File: config.mk
export PLATFORM = sky130hd
export DESIGN_NAME = nec_ir_state_decoder_flat
export DESIGN_NICKNAME = d
export VERILOG_FILES = /design/src/rtl/nec_ir_state_decoder_if.sv /design/src/rtl/nec_ir_state_decoder.sv /design/src/flat_wrapper.sv
export SDC_FILE = /design/constraint.sdc
export NUM_CORES = 1
export LEC_CHECK = 0
export CAP_MARGIN = 20
export CORE_UTILIZATION = 40
export DETAILED_ROUTE_END_ITERATION = 12
export GPL_TIMING_DRIVEN = 1
export REMOVE_ABC_BUFFERS = 1
export SYNTH_ARGS = -nofsm -noshare
export SYNTH_HDL_FRONTEND = slang
export SYNTH_SLANG_ARGS = --single-unit
File: constraint.sdc
create_clock -name clk -period 6.5 [get_ports clk]
set_input_delay 0.65 -clock clk [delete_from_list [all_inputs] [get_ports clk]]
set_output_delay 0.65 -clock clk [all_outputs]
set_load 0.01 [all_outputs]
File: src/rtl/nec_ir_state_decoder_if.sv
// nec_ir_state_decoder_if: IR pin input and decoded motion-command outputs
interface nec_ir_state_decoder_if;
    logic       ir_in;
    logic [2:0] state_control;
    logic       cmd_valid;
    logic       repeat_valid;
    logic [7:0] cmd_code;
    logic       frame_error;
    modport master (output ir_in, input state_control, cmd_valid, repeat_valid, cmd_code, frame_error);
    modport slave (input ir_in, output state_control, cmd_valid, repeat_valid, cmd_code, frame_error);
endinterface

File: src/rtl/nec_ir_state_decoder.sv
// nec_ir_state_decoder: validates NEC IR frames/repeats and maps them to a held motion command
module nec_ir_state_decoder #(
    parameter int         CLK_FREQ_HZ  = 50_000_000,
    parameter logic [7:0] ADDR         = 8'h00,
    parameter int         HOLD_MS      = 200,
    parameter logic [7:0] CMD_STOP     = 8'h1C,
    parameter logic [7:0] CMD_LEFT     = 8'h08,
    parameter logic [7:0] CMD_RIGHT    = 8'h5A,
    parameter logic [7:0] CMD_FWD_SLOW = 8'h45,
    parameter logic [7:0] CMD_FWD_MED  = 8'h18,
    parameter logic [7:0] CMD_FWD_FAST = 8'h47,
    parameter logic [7:0] CMD_REVERSE  = 8'h52
) (
    input logic                   clk,
    input logic                   rst,
    nec_ir_state_decoder_if.slave bus
);
    localparam logic [15:0] DIV = 16'(CLK_FREQ_HZ / 1_000_000);
    typedef enum logic [2:0] {IDLE, LEAD_MARK, LEAD_SPACE, BIT_MARK, BIT_SPACE, RPT_MARK, TRAIL} fsm_e;
    fsm_e        fsm_q, fsm_d;
    logic [1:0]  sync_q;
    logic        line_q, rise_q, fall_q, tick, ms_tick;
    logic [15:0] div_q, width_q, hold_q, hold_d, max_w;
    logic [9:0]  us_q;
    logic [5:0]  cnt_q, cnt_d;
    logic [31:0] data_q, data_d;
    logic [7:0]  cmd, code_q, code_d;
    logic [2:0]  st_q, st_d, map_st;
    logic        check_q, check_d, got_q, got_d, reload, abort, map_ok, is_one, is_zero, mark_ok;
    logic        valid_q, valid_d, rpt_q, rpt_d, err_q, err_d;

    function automatic logic win(input logic [15:0] w, input logic [15:0] lo, input logic [15:0] hi);
        return w >= lo && w <= hi;
    endfunction

    assign tick    = div_q == DIV - 16'd1;
    assign ms_tick = tick && us_q == 10'd999;
    assign is_one  = win(width_q, 16'd1400, 16'd1900);
    assign is_zero = win(width_q, 16'd400, 16'd750);
    assign mark_ok = win(width_q, 16'd400, 16'd750);
    assign max_w   = fsm_q == LEAD_MARK ? 16'd10000 : fsm_q == LEAD_SPACE ? 16'd5000 :
                     fsm_q == BIT_SPACE ? 16'd1900 : (fsm_q == BIT_MARK || fsm_q == RPT_MARK) ? 16'd750 : 16'hFFFF;
    assign cmd     = data_q[23:16];
    assign map_st  = cmd == CMD_LEFT ? 3'd1 : cmd == CMD_RIGHT ? 3'd2 : cmd == CMD_FWD_SLOW ? 3'd3 :
                     cmd == CMD_FWD_MED ? 3'd4 : cmd == CMD_FWD_FAST ? 3'd5 : cmd == CMD_REVERSE ? 3'd6 : 3'd0;
    assign map_ok  = cmd inside {CMD_STOP, CMD_LEFT, CMD_RIGHT, CMD_FWD_SLOW, CMD_FWD_MED, CMD_FWD_FAST, CMD_REVERSE};

    always_comb begin
        fsm_d   = fsm_q;
        cnt_d   = cnt_q;
        data_d  = data_q;
        check_d = 1'b0;
        got_d   = got_q;
        code_d  = code_q;
        st_d    = st_q;
        hold_d  = hold_q;
        valid_d = 1'b0;
        rpt_d   = 1'b0;
        err_d   = 1'b0;
        reload  = 1'b0;
        abort   = 1'b0;
        case (fsm_q)
            IDLE:       if (fall_q) fsm_d = LEAD_MARK;
            LEAD_MARK:  if (rise_q) begin
                if (win(width_q, 16'd8000, 16'd10000)) fsm_d = LEAD_SPACE;
                else abort = 1'b1;
            end
            LEAD_SPACE: if (fall_q) begin
                if (win(width_q, 16'd4000, 16'd5000)) begin
                    fsm_d = BIT_MARK;
                    cnt_d = 6'd0;
                end else if (win(width_q, 16'd2000, 16'd2500)) fsm_d = RPT_MARK;
                else abort = 1'b1;
            end
            BIT_MARK:   if (rise_q) begin
                if (mark_ok) fsm_d = BIT_SPACE;
                else abort = 1'b1;
            end
            BIT_SPACE:  if (fall_q) begin
                if (is_one || is_zero) begin
                    data_d  = {is_one, data_q[31:1]};
                    cnt_d   = cnt_q + 6'd1;
                    check_d = cnt_q == 6'd31;
                    fsm_d   = cnt_q == 6'd31 ? TRAIL : BIT_MARK;
                end else abort = 1'b1;
            end
            RPT_MARK:   if (rise_q) begin
                if (mark_ok) begin
                    fsm_d = IDLE;
                    if (got_q && (HOLD_MS == 0 || hold_q != 16'd0)) begin
                        rpt_d  = 1'b1;
                        reload = 1'b1;
                    end
                end else abort = 1'b1;
            end
            TRAIL:      if (rise_q) fsm_d = IDLE;
            default:    fsm_d = IDLE;
        endcase
        if (!rise_q && !fall_q && width_q > max_w) abort = 1'b1;
        if (abort) begin
            err_d = 1'b1;
            fsm_d = line_q ? IDLE : TRAIL;
        end
        if (ms_tick && hold_q != 16'd0) begin
            hold_d = hold_q - 16'd1;
            if (hold_q == 16'd1) st_d = 3'd0;
        end
        // Commit is evaluated after expiry so a coinciding frame wins
        if (check_q) begin
            if (data_q[15:8] != ~data_q[7:0] || data_q[31:24] != ~data_q[23:16]) err_d = 1'b1;
            else if (data_q[7:0] == ADDR) begin
                valid_d = 1'b1;
                code_d  = cmd;
                got_d   = 1'b1;
                reload  = 1'b1;
                st_d    = map_ok ? map_st : st_q;
            end
        end
        if (reload) hold_d = 16'(HOLD_MS);
    end

    always_ff @(posedge clk or posedge rst) begin
        if (rst) begin
            sync_q  <= 2'b11;
            line_q  <= 1'b1;
            rise_q  <= 1'b0;
            fall_q  <= 1'b0;
            div_q   <= 16'd0;
            width_q <= 16'd0;
            us_q    <= 10'd0;
            hold_q  <= 16'd0;
            fsm_q   <= IDLE;
            cnt_q   <= 6'd0;
            data_q  <= 32'd0;
            check_q <= 1'b0;
            got_q   <= 1'b0;
            code_q  <= 8'd0;
            st_q    <= 3'd0;
            valid_q <= 1'b0;
            rpt_q   <= 1'b0;
            err_q   <= 1'b0;
        end else begin
            sync_q  <= {sync_q[0], bus.ir_in};
            line_q  <= sync_q[1];
            rise_q  <= ~line_q & sync_q[1];
            fall_q  <= line_q & ~sync_q[1];
            div_q   <= tick ? 16'd0 : div_q + 16'd1;
            width_q <= (rise_q || fall_q) ? 16'd0 : (tick && width_q != 16'hFFFF) ? width_q + 16'd1 : width_q;
            us_q    <= reload ? 10'd0 : tick ? (us_q == 10'd999 ? 10'd0 : us_q + 10'd1) : us_q;
            hold_q  <= hold_d;
            fsm_q   <= fsm_d;
            cnt_q   <= cnt_d;
            data_q  <= data_d;
            check_q <= check_d;
            got_q   <= got_d;
            code_q  <= code_d;
            st_q    <= st_d;
            valid_q <= valid_d;
            rpt_q   <= rpt_d;
            err_q   <= err_d;
        end
    end

    assign bus.state_control = st_q;
    assign bus.cmd_code      = code_q;
    assign bus.cmd_valid     = valid_q;
    assign bus.repeat_valid  = rpt_q;
    assign bus.frame_error   = err_q;
endmodule

File: src/flat_wrapper.sv
// flat-port wrapper written by rule: the top's interface ports become plain ports
module nec_ir_state_decoder_flat 
#(
    parameter int         CLK_FREQ_HZ  = 50_000_000,
    parameter logic [7:0] ADDR         = 8'h00,
    parameter int         HOLD_MS      = 200,
    parameter logic [7:0] CMD_STOP     = 8'h1C,
    parameter logic [7:0] CMD_LEFT     = 8'h08,
    parameter logic [7:0] CMD_RIGHT    = 8'h5A,
    parameter logic [7:0] CMD_FWD_SLOW = 8'h45,
    parameter logic [7:0] CMD_FWD_MED  = 8'h18,
    parameter logic [7:0] CMD_FWD_FAST = 8'h47,
    parameter logic [7:0] CMD_REVERSE  = 8'h52
)
  (clk, rst, bus_ir_in, bus_state_control, bus_cmd_valid, bus_repeat_valid, bus_cmd_code, bus_frame_error);
  nec_ir_state_decoder_if bus_i ();
  input logic clk;
  input logic rst;
  input wire logic [$bits(bus_i.ir_in)-1:0] bus_ir_in;
  output wire logic [$bits(bus_i.state_control)-1:0] bus_state_control;
  output wire logic [$bits(bus_i.cmd_valid)-1:0] bus_cmd_valid;
  output wire logic [$bits(bus_i.repeat_valid)-1:0] bus_repeat_valid;
  output wire logic [$bits(bus_i.cmd_code)-1:0] bus_cmd_code;
  output wire logic [$bits(bus_i.frame_error)-1:0] bus_frame_error;
  assign bus_i.ir_in = bus_ir_in;
  assign bus_state_control = bus_i.state_control;
  assign bus_cmd_valid = bus_i.cmd_valid;
  assign bus_repeat_valid = bus_i.repeat_valid;
  assign bus_cmd_code = bus_i.cmd_code;
  assign bus_frame_error = bus_i.frame_error;
  nec_ir_state_decoder #(.CLK_FREQ_HZ(CLK_FREQ_HZ), .ADDR(ADDR), .HOLD_MS(HOLD_MS), .CMD_STOP(CMD_STOP), .CMD_LEFT(CMD_LEFT), .CMD_RIGHT(CMD_RIGHT), .CMD_FWD_SLOW(CMD_FWD_SLOW), .CMD_FWD_MED(CMD_FWD_MED), .CMD_FWD_FAST(CMD_FWD_FAST), .CMD_REVERSE(CMD_REVERSE)) u_core (.clk(clk), .rst(rst), .bus(bus_i));
endmodule
Word level (Yosys, flattened, before mapping)
Cells that the tools add are included.
{ "word_totals": {"elab_cells": 181, "in_bits": 3, "register_bits": 120, "output_inout_bits": 14} }
{ "classes": {"n_bitwise": 7, "n_mux": 73, "n_lt_le_gt_ge": 11, "n_reduce_logical": 30, "addsub": 5, "n_eq_ne": 37} }
{ "op_table": {"columns": ["operator", "n"], "rows": [
  ["$mux 16", 9],
  ["$mux 3", 28],
  ["$add 16x1->16 const B", 2],
  ["$eq 8x7->1 const B", 4],
  ["$ge 16x11->1 const B", 2],
  ["$mux 10", 3],
  ["$ne 3x1->1 const B", 9],
  ["$mux 1", 26],
  ["$mux 6", 4],
  ["$pmux 3 s7", 1],
  ["$eq 16x1->1 const B", 1],
  ["$eq 16x6->1 const B", 1],
  ["$eq 8x5->1 const B", 2],
  ["$ge 16x12->1 const B", 1],
  ["$ge 16x13->1 const B", 1],
  ["$ge 16x9->1 const B", 1],
  ["$gt 16x16->1", 1],
  ["$le 16x10->1 const B", 1],
  ["$le 16x11->1 const B", 1],
  ["$le 16x12->1 const B", 1],
  ["$le 16x13->1 const B", 1],
  ["$le 16x14->1 const B", 1],
  ["$ne 16x16->1 const B", 1],
  ["$ne 8x8->1", 2],
  ["other kinds (31)", 59]
]} }

Logic depth before layout (Yosys ltp)
{ "depth": {"depth_word": 12, "ltp_mapped": 13, "mapped_depth_nobuf": 13} }

Worst setup path after synthesis
OpenSTA, ideal clock, no wires.
{ "synth_path": {"kind": "register to register", "start": "reg u_core.fsm_q[0]", "end": "reg u_core.fsm_q[2]", "stages_incl_launch_ff": 14, "arrival_time_ps": 2712, "required_time_ps": 6374, "synth_period_minus_slack_ps": 2838, "setup_time_ps": 126, "n_path_buf": 2, "slack_ps": 3662, "cell_sequence": "dfrtp_1 > buf_2 > clkbuf_1 > xnor2_1 > nor2_1 > ha_1 > a21oi_1 > o21ai_0 > maj3_1 > a21o_1 > a22oi_1 > o311a_1 > nor2_1 > a311o_1"} }
{ "synth_between": {"elab_chain_cells": 11, "elab_cells_between_ends": 32, "classes_between": "1 x order compare; 18 x eq/ne; 8 x mux; 5 x reduce/logical"} }
{ "synth_rtl": {"columns": ["element", "line", "rtl"], "rows": [
  ["from (decl)", "nec_ir_state_decoder.sv:20", "fsm_e fsm_q, fsm_d;"],
  ["from (signal assigned)", "nec_ir_state_decoder.sv:151", "fsm_q <= fsm_d;"],
  ["$eq 3x2->1 / $eq 3x3->1 (equally long branches)", "nec_ir_state_decoder.sv:42, nec_ir_state_decoder.sv:62", null],
  ["$logic_or 1x1->1", "nec_ir_state_decoder.sv:42", "fsm_q == BIT_SPACE ? 16'd1900 : (fsm_q == BIT_MARK || fsm_q == RPT_MARK) ? 16'd750 : 16'hFFFF;"],
  ["$mux 16 (2 in a row)", "nec_ir_state_decoder.sv:42", null],
  ["$mux 16 (2 in a row)", "nec_ir_state_decoder.sv:41", "assign max_w = fsm_q == LEAD_MARK ? 16'd10000 : fsm_q == LEAD_SPACE ? 16'd5000 :"],
  ["$gt 16x16->1", "nec_ir_state_decoder.sv:99", "if (!rise_q && !fall_q && width_q > max_w) abort = 1'b1;"],
  ["$logic_and 1x1->1", "nec_ir_state_decoder.sv:99", null],
  ["$mux 1", "nec_ir_state_decoder.sv:99", null],
  ["$ne 4x3->1 (no line), or another cell as far along", null, null],
  ["$reduce_and 12->1 (no line)", null, null]
]} }
Parallel ways exist; a longest one is shown, timed or not.
A chain may end at the register's enable or synchronous reset.

Worst setup path after layout
{ "layout_path": {"start": "reg u_core.fsm_q[1]", "end": "reg u_core.fsm_q[2]"} }
The elaborated chain is that of the path after synthesis.

==> metrics.csv <==
metric;value;unit
wl;13.31;mm
clock-sinks;120;
synth_area;0.006645;sq mm
tns;0;ns
vdd_ir_drop_max;0.1984;mV
rows;46;
antennaDiodeCount;0;
pre_cts_slack;3.197;ns
crit_path_start_kind;flop;
drive_above_1_share;0.1448;
path_clk_slew;0.05;ns
synthFlopType;dfrtp_1;
die_w;130.9;um
cts_setup_buffers;0;
vias;4758;
fin_worst_skew;0.008184;ns
wire_per_inst;15.02;um
grt_max_degree;66;
grt_pass1_wl;22.67;mm
remaining_drc_errors;0;
rsz0062_at_grt;no;
ios;17;
p_per_area;265.3;mW/mm^2
start_util;0.4138;
antenna_found_initial;0;
hold_class;reg2reg;
fillers;1463;
post-route-period-util;0.5113;
drt-pass1-iter-count;4;
end_kind;flop;
synthCells;651;
clock_latency;0.42;ns
viasPerCell;5.370;
ys_seq_area_frac;0.4525;
finalMaxSlewViolations;0;
setup_ws;3.177;ns
ys_ff_latch;120;
post_synth.cell_area_avg;10.21;sq um
ctsHoldBuffers;0;
dpl.hpwl;9.400;mm
overflow;0;
ctsResizeCount;0;
hold_viol_final;0;
cts_tree;built;
multi_input_area;0.003326;sq mm
core;0.01606;sq mm
fin_worst_hold_slack;0.3570;ns
yosys_warnings;0;
io_buffers;16;
arrival;3.62;ns
ys_types;79;
first_global_vias;4677;
drtIter0Drc;253;
gp_congestion;0.9097;
clockRootBuffer;clkbuf_16;
cap_violations;0;
dieHeight;130.9;um
period_needed;3.323;ns
synth_edf_count;0;
async_flop_share;1.000;
setup_viol;0;
die-area;0.01713;sq mm
nNetsFinal;682;
syn_to_final_growth;11.20;%
track_usage;0.1726;
timing.max_slew.rel_slack;0.3216;
critical_path_class;reg2reg;
clockBufferDepth;2;
h-tree-depth;4;
fmax;300.9;MHz
status;finished clean;
postRouteAntennaNets;0;
worstMarginPinSlew;1.014;ns
regArea;0.003007;sq mm
p_leak;3.380;nW
required;6.80;ns
crit_fanout;12;
numCtsBuffers;17;
==> cell families after synthesis <==
kind of cell | after synthesis | synth area share
and+or+nand+nor | 264 | 0.2113
AOI/OAI and AO/OA | 93 | 0.09490
adders and majority gates | 23 | 0.04293
buffers and inverters | 47 | 0.04707
muxes | 38 | 0.06439
DFF | 120 | 0.4525
xor gates and xnor gates | 66 | 0.08699
==> synthesized netlist by cell type, drive strengths merged (6+ instances only) <==
library cell | count | share of area
a21oi | 17 | 0.013
and2 | 7 | 0.0066
and3 | 14 | 0.014
buf | 14 | 0.015
clkbuf | 14 | 0.015
dfrtp | 117 | 0.44
ha | 22 | 0.041
inv | 17 | 0.0096
mux2 | 38 | 0.064
nand2 | 44 | 0.026
nand3 | 31 | 0.024
nand4 | 13 | 0.012
nor2 | 78 | 0.044
nor3 | 15 | 0.011
nor4 | 17 | 0.020
o21ai | 31 | 0.023
o31ai | 6 | 0.0068
or2 | 6 | 0.0056
or3 | 7 | 0.0068
xnor2 | 42 | 0.055
xor2 | 24 | 0.032
==> metrics by stage <==
stage | total power [mW] | area, sq um | util | instances
floorplan | 1.020 | 6396 | - | 621
CTS | 1.982 | 7390 | 0.4602 | 886
global placement | 1.089 | 6837 | 0.4257 | 854
finish | 1.961 | 7390 | 0.4602 | 886
global route | 2.064 | 7390 | 0.4602 | 886
detailed placement | 1.102 | 6837 | 0.4257 | 854
==> final timing paths <==
| path | from | end | slack (ns) | depth (start not counted) |
|---|---|---|---|---|
| hold / removal | u_core.sync_q[0] | u_core.sync_q[1] | 0.36 | 0 |
| hold reg to reg | u_core.sync_q[0] | u_core.sync_q[1] | 0.36 | 0 |
| setup reg to reg | u_core.fsm_q[1] | u_core.fsm_q[2] | 3.18 | 13 |
| max in group asynchronous | rst | u_core.cnt_q[1] | 4.54 | 3 |
| setup / recovery | u_core.fsm_q[1] | u_core.fsm_q[2] | 3.18 | 13 |
| min in group asynchronous | rst | u_core.us_q[0] | 0.71 | 2 |
==> state kept, by name (all words and copies together), names as in the netlist, 2 cells and up <==
register	flops
u_core.data_q	32
u_core.cnt_q	6
u_core.div_q	16
u_core.us_q	10
u_core.width_q	16
u_core.hold_q	16
u_core.fsm_q	3
u_core.bus.state_control	3
u_core.bus.cmd_code	8
u_core.sync_q	2
==> power breakdown <==
part	internal (mW)	total [mW]	switching, mW
logic	0.116	0.295	0.179
registers	0.762	0.797	0.0348
clock network	0.552	0.869	0.317
total	1.43	1.96	0.531
==> layout make-up <==
cell class / count / area share
sequential: 120 / 0.4069
clock inverter: 8 / 0.009651
clock buffer: 24 / 0.06519
tap: 216 / 0.03657
inverter: 17 / 0.008974
timing repair buffer: 17 / 0.02269
multi-input combinational: 484 / 0.4501
==> worst max-delay path: stages, from the launching register on <==
cell,delay [ns]
dfrtp_1,0.52
xnor2_1,0.35
inv_1,0.15
nor2_1,0.17
inv_1,0.10
ha_1,0.32
and4_1,0.26
nand4_1,0.11
nor4_1,0.25
nor2_1,0.07
a22oi_1,0.21
o311a_1,0.30
nor2_1,0.08
a311o_1,0.31
==> layout by cell type (no fill, tap or decap), types with 4 or more instances in the layout <==
| master | netlist | layout |
|---|---|---|
| dfrtp_1 | 117 | 117 |
| nor2_1 | 78 | 78 |
| nand2_1 | 42 | 42 |
| xnor2_1 | 42 | 42 |
| mux2_2 | 38 | 38 |
| nand3_1 | 30 | 30 |
| o21ai_0 | 30 | 30 |
| xor2_1 | 24 | 24 |
| ha_1 | 22 | 22 |
| a21oi_1 | 17 | 17 |
| clkbuf_16 | 0 | 17 |
| inv_1 | 17 | 16 |
| clkdlybuf4s50_1 | 0 | 16 |
| nor3_1 | 15 | 15 |
| nor4_1 | 13 | 13 |
| nand4_1 | 13 | 13 |
| and3_1 | 12 | 12 |
| and2_1 | 7 | 7 |
| o31ai_1 | 6 | 6 |
| or3_1 | 6 | 6 |
| clkinv_2 | 0 | 5 |
| and4_1 | 4 | 4 |
| nand2b_1 | 4 | 4 |
| or4_1 | 4 | 4 |
| or2_2 | 4 | 4 |
| nor4_2 | 4 | 4 |
| nor2b_1 | 4 | 4 |
| a22o_1 | 4 | 4 |
| clkbuf_1 | 9 | 4 |
==> metal layers <==
metal | wire length (um) | track usage | vias up | part of all wire
met5 | 0 | 0 | - | 0
met4 | 267 | 0.07978 | 0 | 0.020
met3 | 455 | 0.05212 | 20 | 0.034
met2 | 6268 | 0.2664 | 86 | 0.47
met1 | 6315 | 0.2219 | 2315 | 0.47
li1 | - | - | 2337 | -
No activity file was read; power rests on OpenSTA's default activity.
